<file path="config.mk">
export PLATFORM = sky130hd
export DESIGN_NAME = seg_display_scan
export DESIGN_NICKNAME = d
export VERILOG_FILES = /design/src/rtl/seg_display_scan.sv
export SDC_FILE = /design/constraint.sdc
export NUM_CORES = 1
export LEC_CHECK = 0
export CORE_MARGIN = 2
export CORE_UTILIZATION = 53
export DETAILED_ROUTE_END_ITERATION = 8
export PLACE_DENSITY = 0.91
export SKIP_LAST_GASP = 1
export SYNTH_ARGS = -nofsm -noshare
export SYNTH_HDL_FRONTEND = slang
export SYNTH_SLANG_ARGS = --single-unit
</file>
<file path="constraint.sdc">
create_clock -name CLK -period 4.65 [get_ports CLK]
set_input_delay 0.465 -clock CLK [delete_from_list [all_inputs] [get_ports CLK]]
set_output_delay 0.465 -clock CLK [all_outputs]
set_load 0.01 [all_outputs]
</file>
<file path="src/rtl/seg_display_scan.sv">
`default_nettype none
// ============================================================================
// seg_display_scan: snapshots CPU debug fields, selects a 16-bit page and
// scans it as 4 hex digits onto a common-anode 7-segment display.
// Revision: 1.0
// ============================================================================
module seg_display_scan #(
  parameter int SCAN_DIV = 100000
) (
  input  logic        CLK,
  input  logic        RST,
  input  logic        cap_en,
  input  logic [2:0]  sel,
  input  logic [4:0]  rs,
  input  logic [4:0]  rt,
  input  logic [4:0]  rd,
  input  logic [5:0]  op_code,
  input  logic [31:0] ins_data,
  input  logic [31:0] alu_out,
  input  logic [31:0] mem_data,
  output logic [3:0]  an,
  output logic [7:0]  seg,
  output logic        snap_valid
);

  localparam int CNT_W = (SCAN_DIV > 2) ? $clog2(SCAN_DIV) : 1;
  localparam logic [CNT_W-1:0] CNT_MAX = CNT_W'(SCAN_DIV - 1);

  logic [4:0]       rs_q, rs_d, rt_q, rt_d, rd_q, rd_d;
  logic [5:0]       op_q, op_d;
  logic [31:0]      ins_q, ins_d, alu_q, alu_d, mem_q, mem_d;
  logic             valid_q, valid_d;
  logic [15:0]      disp_word_q, disp_word_d;
  logic [CNT_W-1:0] cnt_q, cnt_d;
  logic [1:0]       idx_q, idx_d;

  logic [3:0]       nibble;
  logic [6:0]       hex7;
  logic             dp_n;

  always_comb begin
    rs_d    = rs_q;
    rt_d    = rt_q;
    rd_d    = rd_q;
    op_d    = op_q;
    ins_d   = ins_q;
    alu_d   = alu_q;
    mem_d   = mem_q;
    valid_d = valid_q;
    if (cap_en) begin
      rs_d    = rs;
      rt_d    = rt;
      rd_d    = rd;
      op_d    = op_code;
      ins_d   = ins_data;
      alu_d   = alu_out;
      mem_d   = mem_data;
      valid_d = 1'b1;
    end
  end

  // Page is taken from the snapshot, so the display is one edge behind a capture.
  always_comb begin
    disp_word_d = 16'h0000;
    case (sel)
      3'd0:    disp_word_d = {3'b000, rs_q, 3'b000, rt_q};
      3'd1:    disp_word_d = {3'b000, rd_q, 2'b00, op_q};
      3'd2:    disp_word_d = alu_q[15:0];
      3'd3:    disp_word_d = alu_q[31:16];
      3'd4:    disp_word_d = mem_q[15:0];
      3'd5:    disp_word_d = mem_q[31:16];
      3'd6:    disp_word_d = ins_q[15:0];
      default: disp_word_d = ins_q[31:16];
    endcase
  end

  always_comb begin
    cnt_d = cnt_q + 1'b1;
    idx_d = idx_q;
    if (cnt_q == CNT_MAX) begin
      cnt_d = '0;
      idx_d = idx_q + 2'd1;
    end
  end

  always_ff @(posedge CLK or negedge RST) begin
    if (!RST) begin
      rs_q        <= '0;
      rt_q        <= '0;
      rd_q        <= '0;
      op_q        <= '0;
      ins_q       <= '0;
      alu_q       <= '0;
      mem_q       <= '0;
      valid_q     <= 1'b0;
      disp_word_q <= '0;
      cnt_q       <= '0;
      idx_q       <= '0;
    end else begin
      rs_q        <= rs_d;
      rt_q        <= rt_d;
      rd_q        <= rd_d;
      op_q        <= op_d;
      ins_q       <= ins_d;
      alu_q       <= alu_d;
      mem_q       <= mem_d;
      valid_q     <= valid_d;
      disp_word_q <= disp_word_d;
      cnt_q       <= cnt_d;
      idx_q       <= idx_d;
    end
  end

  assign nibble = disp_word_q[{idx_q, 2'b00} +: 4];

  always_comb begin
    hex7 = 7'h7F;
    case (nibble)
      4'h0: hex7 = 7'h40;
      4'h1: hex7 = 7'h79;
      4'h2: hex7 = 7'h24;
      4'h3: hex7 = 7'h30;
      4'h4: hex7 = 7'h19;
      4'h5: hex7 = 7'h12;
      4'h6: hex7 = 7'h02;
      4'h7: hex7 = 7'h78;
      4'h8: hex7 = 7'h00;
      4'h9: hex7 = 7'h10;
      4'hA: hex7 = 7'h08;
      4'hB: hex7 = 7'h03;
      4'hC: hex7 = 7'h46;
      4'hD: hex7 = 7'h21;
      4'hE: hex7 = 7'h06;
      default: hex7 = 7'h0E;
    endcase
  end

  // dp marks the upper half-word on the leftmost digit, and "no capture yet" on the rightmost.
  always_comb begin
    dp_n = 1'b1;
    if ((idx_q == 2'd3) && sel[0] && (sel[2:1] != 2'b00)) dp_n = 1'b0;
    if ((idx_q == 2'd0) && !valid_q)                      dp_n = 1'b0;
  end

  // cnt==0 is a blank slot so the anode switch never shows the previous digit's segments.
  always_comb begin
    an  = 4'hF;
    seg = 8'hFF;
    if (cnt_q != '0) begin
      an  = ~(4'b0001 << idx_q);
      seg = {dp_n, hex7};
    end
  end

  assign snap_valid = valid_q;

endmodule
`default_nettype wire

</file>
==> results.toml, run 1 <==
[status]
outcome = "finished, final reports clean"

[clock_tree]
clock_latency_ns = 0.43
root_buffer = "clkbuf_16"
numCtsBuffers = 17
cts_tree = "built"
htreeDepth = 4
clk_pin_slew_ns = 0.05
clockBufferDepth = 2
ctsResizeCount = 0
clock_sinks = 153
postCtsSetupBuffers = 0
hold_buffers = 0

[power_and_ir_drop]
p_total_mw = 3.532
leakagePower_nw = 3.864
cellPowerDensity_nw_per_um2 = 380.6
vdd_drop_max_mv = 0.2714

[grt]
grt_max_degree = 108
grt_pass1_vias = 5331
grtUsageTotal = 0.2513
grt_overflow = 0
antenna_found_initial = 0
grt_pass1_wl_um = 27850

[floorplan]
dieHeight_um = 120.7
fp-row-count = 42
die_w_um = 120.7
start_util = 0.5447
dieArea_sq_um = 14560
ios = 136
core_sq_um = 13240

[routing]
dr.pass1.iters = 5
vias = 5095
drtIter0Drc = 315
via_per_inst = 5.810
final_antenna_net_count = 0
drc = 0
wl_per_cell_um = 19.61
wirelength_um = 17200

[synth]
ys_seq_area_frac = 0.5308
synth-edff-count = 0
avgSynthCellArea_sq_um = 12.88
ys.flop_type = "dfrtp_1"
ys_warn_count = 0
syn-cell-area_sq_um = 7213
synth_common_cells = "dfrtp_1 (153), mux2_2 (127), nand2_1 (46)"
synth.largest_area_cell = "dfrtp_1"
ys_ff_latch = 153
syn-num-nets = 695
synthMostInstantiatedCell = "dfrtp_1"
synth_cells = 560
synth_area_leaders = "dfrtp_1 (53%), mux2_2 (20%), mux4_2 (2.5%), nand2_1 (2.4%), ha_1 (2.1%)"
synth_top_area_share = 0.5308
yosysUniqueCellTypes = 59
async_flop_share = 1.000

[sta]
clock_skew_ns = 0.01098
period_minus_slack_ns = 3.890
setup_viol = 0
finalCritPeriodShare = 0.8366
worst_pin_slew_ns = 1.157
slew_headroom = 0.2285
tns_ns = 0
hold_viol = 0
drv_slew = 0
rsz0062_at_grt = "no"
fmax_mhz = 257.1

[placed_design]
portBuffers = 135
gp_congestion = 0.8675
hpwl_um = 11860

[worst_hold_path]
hold_path_class = "input pin to async pin"

[setup_path]
critPathArrivalTime_ns = 3.43
crit_fanout = 10
cp-start-kind = "flip-flop"
cp.required_ns = 4.18
worstSetupPathType = "flip-flop to primary output"
endpoint_kind = "primary output"

[flow_run]
drv_cap = 0

[layout]
area_growth_pct = 28.66
drive_above_1_share = 0.2668
antenna_cells = 0
nNetsFinal = 823
-- where the power goes --
part / total (mW) / internal [mW] / switching (mW)
sequential: 1.52 / 1.45 / 0.0672
combinational: 0.524 / 0.299 / 0.224
clock: 1.49 / 0.970 / 0.517
total: 3.53 / 2.72 / 0.808
-- critical path, stage by stage (launching register included) --
cell	delay, ns
dfrtp_1	0.65
mux4_1	0.73
inv_1	0.17
ha_1	0.30
nand2_1	0.08
a311oi_1	0.28
a21oi_1	0.07
o21ai_1	0.15
clkdlybuf4s50_1	0.56
-- cell type report --
class                   instances  area (sq um)
repair buffers                140          1378
inverters                       8         30.03
multi-input cells             368          3181
fillers                       895          3963
flip-flops and latches        153          3829
well taps                     176         220.2
clock buffers                  26         509.2
clock inverters                 6         133.9
-- metrics by stage --
| stage | cell area [sq um] | util | hold slack, ns | setup WS, ns | cells |
|---|---|---|---|---|---|
| floorplan | 7213 | - | 0.1694 | 2.053 | 560 |
| global placement | 8637 | 0.6522 | 0.4704 | 1.342 | 845 |
| detailed placement | 8637 | 0.6522 | 0.4825 | 1.216 | 845 |
| CTS | 9280 | 0.7008 | 0.2097 | 0.7489 | 877 |
| global route | 9280 | 0.7008 | 0.2455 | 0.5237 | 877 |
| finish | 9280 | 0.7008 | 0.1298 | 0.7597 | 877 |
-- worst paths after layout --
check,from,to,slack [ns],cells past startpoint
setup / recovery,idx_q[0]$_DFFE_PN0N_,seg[0],0.76,8
hold / removal,RST,cnt_q[14]$_DFF_PN0_,0.13,1
setup reg to reg,cnt_q[0]$_DFF_PN0_,cnt_q[15]$_DFF_PN0_,2.66,6
hold reg to reg,ins_q[19]$_DFFE_PN0P_,ins_q[19]$_DFFE_PN0P_,0.50,1
max in group asynchronous,RST,disp_word_q[12]$_DFF_PN0_,3.27,2
min in group CLK,ins_q[19]$_DFFE_PN0P_,ins_q[19]$_DFFE_PN0P_,0.50,1
-- flip-flops by register name (all words and copies together) (netlist names) --
signal,count
rs_q,5
cnt_q,17
disp_word_q,16
mem_q,32
rd_q,5
ins_q,32
rt_q,5
alu_q,32
op_q,6
snap_valid,1
idx_q,2
-- cell usage in the layout (no fill, tap or decap), types with 4 or more instances in the layout --
cell and instances:
dfrtp_1 153, clkdlybuf4s50_1 131, mux2_2 127, nand2_1 46
nor2_1 24, a21oi_1 21, clkbuf_16 17, o21ai_0 14
ha_1 12, a221oi_1 9, mux4_2 8, xnor2_1 8
xor2_1 7, inv_1 6, nand3_1 6, buf_4 6
nor2b_1 5, a31oi_1 5, a22o_1 5, o221ai_1 5
o21ai_1 5, mux2i_1 5, nor3_1 5, clkbuf_8 5
and2_1 4, a22oi_1 4, bufinv_16 4, clkbuf_1 4
-- layer usage --
layer,track usage,up-vias,share of wire
li1,-,2289,-
met1,0.3237,2594,0.42
met2,0.3951,175,0.49
met3,0.07547,37,0.063
met4,0.1097,0,0.030
met5,0,-,0
-- kinds of logic after synthesis --
| group | Yosys count | share of synthesized area |
|---|---|---|
| AOI/OAI and AO/OA | 83 | 0.07684 |
| xor gates and xnor gates | 15 | 0.01821 |
| adders and majority gates | 12 | 0.02081 |
| buffers and inverters | 39 | 0.02827 |
| DFF | 153 | 0.5308 |
| muxes | 148 | 0.2508 |
| and+or+nand+nor | 110 | 0.07424 |
Power figures use the tool's default switching activity.
==> run 2, diff against run 1 <==
--- a/config.mk
+++ b/config.mk
@@ -6,9 +6,9 @@
 export NUM_CORES = 1
 export LEC_CHECK = 0
 export CORE_MARGIN = 2
-export CORE_UTILIZATION = 53
+export CORE_UTILIZATION = 47
 export DETAILED_ROUTE_END_ITERATION = 8
-export PLACE_DENSITY = 0.91
+export PLACE_DENSITY = 0.86
 export SKIP_LAST_GASP = 1
 export SYNTH_ARGS = -nofsm -noshare
 export SYNTH_HDL_FRONTEND = slang
==> constraint.sdc (replaced) <==
create_clock -name CLK -period 3.32 [get_ports CLK]
set_input_delay 0.332 -clock CLK [delete_from_list [all_inputs] [get_ports CLK]]
set_output_delay 0.332 -clock CLK [all_outputs]
set_load 0.01 [all_outputs]
==> run 2 against run 1 <==
  * Final cell count grew 2.1%
  * Setup slack lost 0.60 ns
  * Clock power grew 41%
  * Core utilization shrank 7.9 points
  * Critical endpoint is now seg[2]
  * Largest cell class unchanged
==> results.toml, run 2 (synthesized netlist as in run 1, its figures left out) <==
[status]
outcome = "finished, final reports clean"

[power_and_ir_drop]
internal-power_mw = 3.838
cellPowerDensity_nw_per_um2 = 530.3
vdd_drop_max_mv = 0.3337
switching_share = 0.2292
leakagePower_nw = 3.917
pwr-share-seq = 0.428
netSwitchingPower_mw = 1.141
power_frac_comb = 0.151
clkPwrFrac = 0.421

[worst_hold_path]
hold_path_class = "input pin to flip-flop"
hold_start = "cap_en"
holdPathStages = 2
min_to = "ins_q[0]$_DFFE_PN0P_"

[grt]
grt_max_degree = 96
grtUsageTotal = 0.2248
grt_pass1_vias = 5352
grt_overflow = 0
antenna_found_initial = 0
grt_pass1_wl_um = 28210

[clock_tree]
clk_pin_slew_ns = 0.06
htreeDepth = 4
clock_sinks = 153
clockBufferDepth = 2
cts_tree = "built"
clock_latency_ns = 0.43
root_buffer = "clkbuf_16"
numCtsBuffers = 17

[floorplan]
dieHeight_um = 127.9
core_sq_um = 15090
die_w_um = 127.9
ios = 136
fp-row-count = 45
dieArea_sq_um = 16350
start_util = 0.4780

[layout]
area_growth_pct = 30.16
nNetsFinal = 829
largestRegisters = "alu_q: 32 flops, ins_q: 32 flops, mem_q: 32 flops"
final_util = 0.6222
final_common_cell = "dfrtp_1"
drive_above_1_share = 0.2815
layout_common_cells = "dfrtp_1 (152), clkdlybuf4s50_1 (129), mux2_2 (127), nand2_1 (46), nor2_1 (24)"
antenna_cells = 0

[setup_path]
cp_top_family = "buffers and inverters"
cp.required_ns = 2.99
critPathMaxStageDelay_ns = 0.61
cp-start-kind = "flip-flop"
worstReg2RegEnd = "cnt_q[15]$_DFF_PN0_"
reg2reg_from = "cnt_q[0]$_DFF_PN0_"
r2r_setup_slack_ns = 1.37
crit_chain = "buf_6, mux4_2, buf_4, ha_4, o311ai_0, clkdlybuf4s50_1"
cpMaxStageDelayCell = "clkdlybuf4s50_1"
worstSetupPathDepth = 6
endpoint_kind = "primary output"
worstSetupPathType = "flip-flop to primary output"
crit_fanout = 9
rr_worst_depth = 6
cp_num_buf_inv = 3
critPathArrivalTime_ns = 2.83

[placed_design]
hpwl_um = 12290
portBuffers = 135
gp_congestion = 0.8301

[routing]
drc = 0
wl_met2_um = 8594
via_per_inst = 5.659
vias = 5065
wirelength_um = 17340
dr.pass1.iters = 4
final_antenna_net_count = 0
highest_layer = "met4"
drtIter0Drc = 264
dr_wl_met3_um = 1219
wl_met1_um = 7224
wl_per_cell_um = 19.37

[sta]
clock_skew_ns = 0.008060
slew_headroom = 0.2955
drv_slew = 0
period_minus_slack_ns = 3.161
worst_pin_slew_ns = 1.055
hold_viol = 0
finalCritPeriodShare = 0.9521
tns_ns = 0
rsz0062_at_grt = "no"
fmax_mhz = 316.4
setup_viol = 0

[flow_run]
drv_cap = 0
==> run 2: cell types whose count changed in the layout (fill, tap and decap cells not counted), moves of 2 or more <==
cell | before | now
buf_4 | 6 | 9
clkdlybuf4s50_1 | 131 | 129
clkinv_2 | 1 | 3
clkbuf_1 | 4 | 2
==> run 2: layout make-up <==
type	count	area, sq um
tap	188	235.2
sequential	153	3830
fill	1117	5700
clock buffer	25	515.5
timing repair buffer	146	1443
inverter	8	30.03
clock inverter	7	135.1
multi-input combinational	368	3201
==> run 2: through the flow <==
stage	hold slack, ns	setup slack (ns)	instance area, sq um	std cells	total power [mW]
after floorplan	0.03641	0.8561	7213	560	2.549
final	0.4142	0.1590	9389	895	4.979
after global placement	0.3958	0.4905	8695	861	2.856
after CTS	0.4031	0.05464	9387	895	5.005
after global routing	0.4123	0.01389	9389	895	5.166
after detailed placement	0.3940	0.2703	8695	861	2.900
==> run 2: worst max-delay path by stage <==
stage	from	end	slack (ns)
floorplan	idx_q[0]$_DFFE_PN0N_	seg[0]	0.86
global placement	idx_q[0]$_DFFE_PN0N_	seg[0]	0.49
detailed placement	idx_q[0]$_DFFE_PN0N_	seg[0]	0.27
CTS	idx_q[0]$_DFFE_PN0N_	seg[3]	0.05
global route	idx_q[0]$_DFFE_PN0N_	seg[2]	0.01
finish	idx_q[0]$_DFFE_PN0N_	seg[2]	0.16
==> run 2: worst register-to-register path: cells and delay by family, from the launching register on <==
| kind | cells | cell delay (ns) |
|---|---|---|
| muxes | 1 | 0.06 |
| DFF | 1 | 0.39 |
| and+or+nand+nor | 4 | 1.15 |
| adders and majority gates | 1 | 0.22 |
==> run 2: power groups by stage <==
stage | Combinational [mW] | Sequential [mW] | Clock, mW
2_1_floorplan | 0.424 | 2.12 | 0
3_3_place_gp | 0.707 | 2.15 | 0
3_5_place_dp | 0.739 | 2.16 | 0
4_1_cts | 0.754 | 2.13 | 2.12
5_1_grt | 0.814 | 2.15 | 2.20
6_report | 0.752 | 2.13 | 2.10
==> run 2: per-layer routing <==
| layer | vias to the layer above | GRT usage |
|---|---|---|
| met5 | - | 0 |
| met4 | 0 | 0.07692 |
| met3 | 26 | 0.06594 |
| met2 | 187 | 0.3671 |
| met1 | 2555 | 0.2886 |
| li1 | 2297 | - |
==> run 2: repair_timing <==
action                                 4_1_cts  5_1_grt
buffers inserted                             1        0
gates cloned                                 0        0
setup endpoints to repair                    1        1
gates resized for setup                      8        1
hold buffers                                 1        0
endpoints found under the hold margin       73        0
